File: src/rtl/gpu_bg_pixel_writer.sv
// Purpose : executes the gwbg micro-op; shades one BG tile row (8 pixels, 2 bpp)
//           through the BG palette and writes the two packed bytes to the framebuffer.
// Latency : 11 cycles from iStart to oDone with iFbReady high; +1 per stalled write cycle.
// Backpressure: ready/valid write port; oFbWe/oFbAddr/oFbData hold while iFbReady=0.
//
// Ports:
//   iClock, iReset       clock, asynchronous active-low reset
//   iStart               one-cycle start strobe (ignored unless idle)
//   iBh, iBl, iBgp       tile row bit-planes and BG palette, latched on iStart
//   iFbAddrClear         synchronous clear of the write address (frame start)
//   iFbReady             framebuffer accepts the presented write this cycle
//   oFbWe/oFbAddr/oFbData framebuffer write port; oFbAddr doubles as fbuffer_addr
//   oBusy                high while an operation is in flight
//   oDone                one-cycle completion pulse
//   oFbWrap              one-cycle pulse after the address wraps to 0

module gpu_bg_pixel_writer #(
   parameter int FB_AW = 13
) (
   input  logic             iClock,
   input  logic             iReset,
   input  logic             iStart,
   input  logic [7:0]       iBh,
   input  logic [7:0]       iBl,
   input  logic [7:0]       iBgp,
   input  logic             iFbAddrClear,
   input  logic             iFbReady,
   output logic             oFbWe,
   output logic [FB_AW-1:0] oFbAddr,
   output logic [7:0]       oFbData,
   output logic             oBusy,
   output logic             oDone,
   output logic             oFbWrap
);

   typedef enum logic [1:0] {
      IDLE  = 2'd0,
      SHADE = 2'd1,
      WR0   = 2'd2,
      WR1   = 2'd3
   } state_t;

   state_t           state_q, state_d;
   logic [2:0]       cnt_q, cnt_d;
   logic [7:0]       bh_q, bh_d;
   logic [7:0]       bl_q, bl_d;
   logic [7:0]       bgp_q, bgp_d;
   logic [15:0]      pix_q, pix_d;
   logic [FB_AW-1:0] addr_q, addr_d;
   logic             we_q, we_d;
   logic [7:0]       data_q, data_d;
   logic             busy_q, busy_d;
   logic             done_q, done_d;
   logic             wrap_q, wrap_d;

   logic             incr;
   logic [1:0]       idx;
   logic [1:0]       shade;
   logic [2:0]       bit_sel;

   always_comb begin
      state_d = state_q;
      cnt_d   = cnt_q;
      bh_d    = bh_q;
      bl_d    = bl_q;
      bgp_d   = bgp_q;
      pix_d   = pix_q;
      addr_d  = addr_q;
      we_d    = we_q;
      data_d  = data_q;
      busy_d  = busy_q;
      done_d  = 1'b0;
      wrap_d  = 1'b0;
      incr    = 1'b0;

      // Pixel i uses bit (7-i) of each plane; palette entry idx sits at bits 2*idx+1:2*idx.
      bit_sel = 3'd7 - cnt_q;
      idx     = {bh_q[bit_sel], bl_q[bit_sel]};
      shade   = bgp_q[{idx, 1'b0} +: 2];

      case (state_q)
         IDLE: begin
            if (iStart) begin
               bh_d    = iBh;
               bl_d    = iBl;
               bgp_d   = iBgp;
               cnt_d   = 3'd0;
               busy_d  = 1'b1;
               state_d = SHADE;
            end
         end
         SHADE: begin
            // Shift register: after 8 shifts pixel 0 lands in bits 15:14, pixel 7 in 1:0.
            pix_d = {pix_q[13:0], shade};
            cnt_d = cnt_q + 3'd1;
            if (cnt_q == 3'd7) begin
               // Present the high byte straight from the final word so WR0 is valid on entry.
               we_d    = 1'b1;
               data_d  = pix_d[15:8];
               state_d = WR0;
            end
         end
         WR0: begin
            if (iFbReady) begin
               incr    = 1'b1;
               data_d  = pix_q[7:0];
               state_d = WR1;
            end
         end
         WR1: begin
            if (iFbReady) begin
               incr    = 1'b1;
               we_d    = 1'b0;
               busy_d  = 1'b0;
               done_d  = 1'b1;
               state_d = IDLE;
            end
         end
         default: begin
            state_d = IDLE;
            we_d    = 1'b0;
            busy_d  = 1'b0;
         end
      endcase

      // Frame-start clear beats a same-cycle increment; no wrap is reported in that case.
      if (iFbAddrClear) begin
         addr_d = '0;
      end else if (incr) begin
         addr_d = addr_q + {{(FB_AW-1){1'b0}}, 1'b1};
         wrap_d = &addr_q;
      end
   end

   always_ff @(posedge iClock or negedge iReset) begin
      if (!iReset) begin
         state_q <= IDLE;
         cnt_q   <= 3'd0;
         bh_q    <= 8'd0;
         bl_q    <= 8'd0;
         bgp_q   <= 8'd0;
         pix_q   <= 16'd0;
         addr_q  <= '0;
         we_q    <= 1'b0;
         data_q  <= 8'd0;
         busy_q  <= 1'b0;
         done_q  <= 1'b0;
         wrap_q  <= 1'b0;
      end else begin
         state_q <= state_d;
         cnt_q   <= cnt_d;
         bh_q    <= bh_d;
         bl_q    <= bl_d;
         bgp_q   <= bgp_d;
         pix_q   <= pix_d;
         addr_q  <= addr_d;
         we_q    <= we_d;
         data_q  <= data_d;
         busy_q  <= busy_d;
         done_q  <= done_d;
         wrap_q  <= wrap_d;
      end
   end

   assign oFbWe   = we_q;
   assign oFbAddr = addr_q;
   assign oFbData = data_q;
   assign oBusy   = busy_q;
   assign oDone   = done_q;
   assign oFbWrap = wrap_q;

endmodule

File: config.mk
export PLATFORM = sky130hd
export DESIGN_NAME = gpu_bg_pixel_writer
export DESIGN_NICKNAME = d
export VERILOG_FILES = /design/src/rtl/gpu_bg_pixel_writer.sv
export SDC_FILE = /design/constraint.sdc
export NUM_CORES = 1
export LEC_CHECK = 0
export BUFFER_PORTS_ARGS = -buffer_cell sky130_fd_sc_hd__buf_2
export CAP_MARGIN = 25
export CORE_MARGIN = 8
export CORE_UTILIZATION = 59
export DETAILED_ROUTE_END_ITERATION = 16
export PLACE_DENSITY_LB_ADDON = 0.12
export SYNTH_ARGS = -nofsm -noshare
export SYNTH_HDL_FRONTEND = slang
export SYNTH_SLANG_ARGS = --single-unit
File: constraint.sdc
create_clock -name iClock -period 4.2 [get_ports iClock]
set_input_delay 0.63 -clock iClock [delete_from_list [all_inputs] [get_ports iClock]]
set_output_delay 0.63 -clock iClock [all_outputs]
set_load 0.01 [all_outputs]
==> summary.md, run 1 <==
| Metric | Value |
|---|---|
| Pin slew with the least headroom to its limit | approximately 0.95 ns |
| Detail Route Antenna Nets | 0 |
| Worst IR drop on VDD | 0.396 mV |
| WL/cell | about 15 microns |
| DRT iter0 DRCs | 34 |
| First-pass GRT wire length | approximately 9300 microns |
| Period minus WS final | about 2.3 ns |
| Area leader, netlist | dfrtp_1 |
| M1 GR Usage | 0.202 |
| GPL Wtd Cong | between 0.7 and 0.8 |
| Hold buffers post-CTS | 0 |
| R2R Setup Slk | 1.93 ns |
| Share of the synthesized area in the top cell type | 0.560 |
| Post-CTS Resized | 0 |
| PD cells | between 700 and 800 nW/um^2 |
| GR Overflow Total | 0 |
| IO buf count | between 50 and 60 |
| Syn Inst Count | roughly 230 |
| Worst EP required | between 4 and 5 ns |
| Num rows | 26 |
| Ys flop type | dfrtp_1 |
| Sum Neg Setup Slack | 0 ns |
| Die Span Y | 87.8 microns |
| Met3 usage | 0.0441 |
| Overall Global Routing Usage | 0.159 |
| H-tree depth | 3 |
| Largest net degree at the start of global routing | between 40 and 50 |
| Leakage | ~1.7 nW |
| Starting Density | 0.603 |
| HP Class | input port to async pin |
| Status | completed |
| Period utilization | 0.539 |
| R2R depth | 4 |
| RSZ-0062 raised after global routing | false |
| Hold Vio Cnt, Final | 0 |
| Crit. End Element | register |
| Antenna cells | 0 |
| Vias/cell | between 5 and 6 |
| Postcts setup bufs | 0 |
| Post-synth EDFFs | 0 |
| Final WL | 5500 microns |
| Register area share after synthesis | 0.560 |
| Clock skew | around 0.0028 ns |
| Initial antenna violation count | 0 |
| P&R area growth vs syn | 17.6% |
| Layout cell share with drive strength beyond 1 | 0.382 |
| Slew margin rel. | 0.364 |
| Area contributors post-synth | dfrtp_1 (56%), mux2_2 (14%), mux2i_1 (4.3%), mux4_2 (3.7%), ha_1 (3.3%) |
| CP Launch Point | cnt_q[0]$_DFFE_PN0P_ |
| CP Class | register to register |
| Die area | roughly 7700 sq um |
| Clock Path Buffers | 2 |
| DPL Wire Length | approximately 4000 microns |
| Synth Cell Area | 3040 sq um |
| First-pass detailed-route iteration total | 6 |
| Startpoint Class | register |
| TritonCTS clock tree | done |
| Count leader, synth | dfrtp_1 |
| YS warnings | 0 |
| Fill cells | 393 |
| Vias in the first global route | ~2,000 |
| Vias | 1,978 |
| DR DRC count | 0 |
| Fmax | approximately 440 MHz |
| Register area | 1700 sq um |
| #FFs+latches synth | 68 |
| Die span in x | a little under 90 microns |
| Global Route met2 Usage | 0.235 |
| Ys async rst share | 1.00 |
| CTS Root Cell | clkbuf_8 |
| Worst flop-to-flop path startpoint | cnt_q[0]$_DFFE_PN0P_ |
| Cell variety after synth | 30 |
| CTS buffer count | 9 |
| Clk pin slew, worst setup/hold paths | roughly 0.070 ns |
| I/O Pins | 54 |
| Footprint of the multi-input gates | about 1300 sq um |
| GRT busiest layer | met2 |
| R2R Path End | pix_q[0]$_DFFE_PN0P_ |
| Max cap viols | 0 |
| Core area | a little over 5000 sq um |
| CP Data Arrival Time | 2.49 ns |
| Worst-path fanout max | 9 |
| Clk_lat worst skew | between 0.3 and 0.4 ns |
| Clock Sinks | 68 |
| Final Net Count | between 300 and 400 |
| Top cells by count, synth | dfrtp_1 (68), mux2_2 (37), nor2_1 (20), a21oi_1 (13), mux2i_1 (13) |
| Post-synth net total | 270 |
| Final Slew Violations | 0 |
| Avg Inst Size Synth | 13.0 sq um |
| Final setup vio count | 0 |
| Overall power | roughly 2.6 mW |
## power by group
part	switching (mW)	internal, mW
sequential	0.186	0.929
clock	0.223	0.287
combinational	0.425	0.567
## stage by stage
step | setup slack, ns | cells | hold slack (ns) | area (sq um) | utilization
floorplan | 2.16 | 233 | 0.334 | 3040 | -
global placement | 2.02 | 350 | 0.483 | 3370 | 0.668
detailed placement | 1.94 | 350 | 0.494 | 3370 | 0.668
CTS | 1.93 | 365 | 0.458 | 3550 | 0.705
global route | 1.75 | 366 | 0.0732 | 3570 | 0.709
finish | 1.93 | 366 | 0.0871 | 3570 | 0.709
## final cells by class
class                   count  share of cell area
clock inverters             2             0.00980
clock buffers              13              0.0417
flip-flops and latches     68               0.476
well taps                  70              0.0245
repair buffers             56              0.0840
inverters                   3             0.00315
multi-input cells         154               0.361
## state kept, by name (all words and copies together) (netlist names)
signal   count
cnt_q        3
oFbAddr     13
oDone        1
bh_q         8
bl_q         8
oFbWrap      1
state_q      2
bgp_q        8
oFbData      8
oBusy        1
oFbWe        1
pix_q       14
## placed cells by master, fill, tap and decap left out, types with 3 or more instances in the layout
cell type,instances
inv_1,3
buf_2,53
mux2_4,3
nor2_1,20
clkbuf_8,10
a21oi_1,13
o21ai_0,7
nand3_1,4
mux2_2,37
nand2b_1,3
nand4_1,5
xor2_1,8
nand2_1,11
clkbuf_1,3
or3_1,3
ha_1,8
mux2i_1,13
dfrtp_1,68
mux4_2,5
## per-layer routing
metal,vias up,part of all wire,wire (microns)
met1,978,0.47,2570
met4,0,0.023,125
met2,38,0.46,2520
li1,951,-,-
met3,11,0.053,289
met5,-,0,0
## cell families (layout without fill, tap and decap cells)
| family | count (synthesis) | in the layout | share of synthesized area |
|---|---|---|---|
| AO/OA/AOI/OAI | 25 | 25 | 0.0490 |
| XOR/XNOR | 9 | 9 | 0.0259 |
| adder cells (fa/ha/maj) | 8 | 8 | 0.0329 |
| buffers and inverters | 11 | 74 | 0.0161 |
| flip-flops | 68 | 68 | 0.560 |
| multiplexers | 58 | 58 | 0.232 |
| AND/OR/NAND/NOR | 54 | 54 | 0.0844 |
## worst max-delay path by stage
stage          cells after the start                       to  slack [ns]
5_1_grt                            6  oFbAddr[12]$_DFFE_PN0P_        1.75
4_1_cts                            4     pix_q[0]$_DFFE_PN0P_        1.93
3_3_place_gp                       4     pix_q[1]$_DFFE_PN0P_        2.02
2_1_floorplan                      5     pix_q[0]$_DFFE_PN0P_        2.16
6_report                           4     pix_q[0]$_DFFE_PN0P_        1.93
3_5_place_dp                       4     pix_q[1]$_DFFE_PN0P_        1.94
## worst max-delay path: stages (launching register included)
cell and delay [ns]:
dfrtp_1 0.60, mux4_2 0.56, mux2_4 0.30, mux4_2 0.43, mux2_4 0.26
(Power assumes the default switching activity.)
==> inputs of run 2 (changes only) <==
CORE_UTILIZATION = 55   (was 59)
clock period = 2.1 ns   (was 4.2 ns; I/O delays follow)
==> summary.md, run 2 (same netlist as run 1, synthesis figures left out) <==
| Metric | Value |
|---|---|
| Status | completed |
| Most frequent cells in the layout | dfrtp_1 (68), buf_2 (53), mux2_2 (37), nor2_1 (20) |
| IO buf count | 53 (unchanged) |
| Switching Power | 1.64 mW (+97%) |
| Core area | 5410 sq um (+7.2%) |
| Detail Route Antenna Nets | 0 (unchanged) |
| Period utilization | 0.973 (+0.433) |
| Worst EP required | 2.32 ns (-2.10 ns) |
| Max reg flops | 14 (unchanged) |
| Worst slack, placed | 0.0423 ns (-1.89 ns) |
| Cell Int Power | 3.46 mW (+94%) |
| TritonCTS clock tree | done |
| Initial antenna violation count | 0 (unchanged) |
| Clock Sinks | 68 (unchanged) |
| Fmax | 490 MHz (+11%) |
| CP Data Arrival Time | 2.26 ns (-0.23 ns) |
| Sw frac | 0.321 (+0.00298) |
| First-pass GRT wire length | 9810 microns (+5.3%) |
| HP Class | input port to register |
| R2R Path End | pix_q[1]$_DFFE_PN0P_ |
| Clk pin slew, worst setup/hold paths | 0.07 ns (about the same) |
| Worst IR drop on VDD | 0.751 mV (+90%) |
| Final WL | 5530 microns (+0.38%) |
| I/O Pins | 54 (unchanged) |
| Die Span Y | 90.3 microns (+2.9%) |
| Num rows | 27 (+3.8%) |
| Max cap viols | 0 (unchanged) |
| R2R depth | 4 (unchanged) |
| Hold buffers post-CTS | 1 (+1) |
| Final Slew Violations | 0 (unchanged) |
| R2R Setup Slk | 0.06 ns (-1.88 ns) |
| Largest register by flop count | pix_q |
| DRT iter0 DRCs | 48 (+41%) |
| First-pass detailed-route iteration total | 4 (-2) |
| Clock Power Share | 0.175 (-0.020) |
| Overall Global Routing Usage | 0.148 (-0.0109) |
| Crit. End Element | register |
| Final Net Count | 333 (+1.2%) |
| Hold Vio Cnt, Final | 0 (unchanged) |
| Fill cells | 443 (+13%) |
| Final setup vio count | 0 (unchanged) |
| Vias | 2,007 (+1.5%) |
| Clock Path Buffers | 2 (unchanged) |
| Largest net degree at the start of global routing | 69 (+53%) |
| WHS Endpoint | bl_q[3]$_DFFE_PN0P_ |
| Period minus WS final | 2.04 ns (-0.223 ns) |
| Worst-path fanout max | 3 (-6) |
| Pin slew with the least headroom to its limit | 0.368 ns (-0.584 ns) |
| Vias in the first global route | 2,147 (+5.1%) |
| Die area | 8160 sq um (+5.9%) |
| Combinational Power Share | 0.393 (+0.014) |
| Vias/cell | 5.41 (about the same) |
| Most common cell after layout, fill and taps aside | dfrtp_1 |
| DR DRC count | 0 (unchanged) |
| CTS Root Cell | clkbuf_8 |
| DPL Wire Length | 3990 microns (+0.38%) |
| Slew margin rel. | 0.755 (+0.391) |
| Hold Crit Depth | 2 |
| Post-CTS Resized | 0 (unchanged) |
| PD cells | 1420 nW/um^2 (+94%) |
| GR Overflow Total | 0 (unchanged) |
| Clk_lat worst skew | 0.34 ns (about the same) |
| Seq pwr share | 0.432 (+0.006) |
| GPL Wtd Cong | 0.722 (-7.8%) |
| RSZ-0062 raised after global routing | false |
| Slack of the critical path | 0.0575 ns (-1.88 ns) |
| CTS buffer count | 9 (unchanged) |
| Layout cell share with drive strength beyond 1 | 0.388 (+0.00620) |
| Worst flop-to-flop path startpoint | cnt_q[0]$_DFFE_PN0P_ |
| WL/cell | 14.9 microns (-0.97%) |
| Sum Neg Setup Slack | 0 ns (unchanged) |
| Starting Density | 0.562 (-0.0405) |
| Clock skew | 0.00570 ns (+0.00294 ns) |
| Startpoint Class | register |
| Postcts setup bufs | 0 (unchanged) |
| CP Class | register to register |
| Antenna cells | 0 (unchanged) |
| Leakage | 1.69 nW (+0.23%) |
| H-tree depth | 3 (unchanged) |
| Min-delay src | iBl[3] |
| P&R area growth vs syn | 17.9% |
| Die span in x | 90.3 microns (+2.9%) |
## run 2: stage by stage
step | area (sq um) | cells | hold slack [ns] | utilization | total power, mW
after floorplan | 3040 | 233 | 0.0194 | - | 3.74
after global placement | 3410 | 356 | 0.363 | 0.632 | 4.20
after detailed placement | 3410 | 356 | 0.359 | 0.632 | 4.28
after CTS | 3580 | 371 | 0.191 | 0.663 | 5.18
after global routing | 3580 | 371 | 0.194 | 0.663 | 5.51
final | 3580 | 371 | 0.206 | 0.663 | 5.10
## run 2: worst max-delay path by stage
stage	from	endpoint	slack, ns	depth (start not counted)
after floorplan	cnt_q[0]$_DFFE_PN0P_	pix_q[0]$_DFFE_PN0P_	0.06	5
after detailed placement	cnt_q[0]$_DFFE_PN0P_	pix_q[1]$_DFFE_PN0P_	0.04	4
after global routing	cnt_q[0]$_DFFE_PN0P_	pix_q[0]$_DFFE_PN0P_	0.0008	4
after global placement	cnt_q[0]$_DFFE_PN0P_	pix_q[0]$_DFFE_PN0P_	0.09	4
final	cnt_q[0]$_DFFE_PN0P_	pix_q[1]$_DFFE_PN0P_	0.06	4
after CTS	cnt_q[0]$_DFFE_PN0P_	pix_q[1]$_DFFE_PN0P_	0.04	4
## run 2: power groups by stage
stage | clock network, mW | registers (mW) | logic (mW)
6_report | 0.891 | 2.21 | 2.00
5_1_grt | 0.975 | 2.29 | 2.25
4_1_cts | 0.919 | 2.22 | 2.04
3_5_place_dp | 0 | 2.24 | 2.04
3_3_place_gp | 0 | 2.22 | 1.98
2_1_floorplan | 0 | 2.18 | 1.56
## run 2: worst max-delay path, stage by stage (launching register included)
cell and delay, ns:
dfrtp_1 0.41, mux4_2 0.52, mux2_4 0.31, mux4_2 0.42, mux2_4 0.27
## run 2: per-layer routing
metal  share of wire  global-route usage
met4           0.023              0.0791
met3           0.065              0.0565
met2            0.45               0.223
met1            0.46               0.178
met5               0                   0
## run 2: layout make-up
| type | count | area (sq um) | area share |
|---|---|---|---|
| Clock inverter | 2 | 12.5 | 0.00349 |
| Multi-Input combinational cell | 154 | 1290 | 0.360 |
| Tap cell | 72 | 90.1 | 0.0251 |
| Sequential cell | 68 | 1700 | 0.475 |
| Timing Repair Buffer | 60 | 333 | 0.0929 |
| Clock buffer | 12 | 145 | 0.0405 |
| Inverter | 3 | 11.3 | 0.00314 |
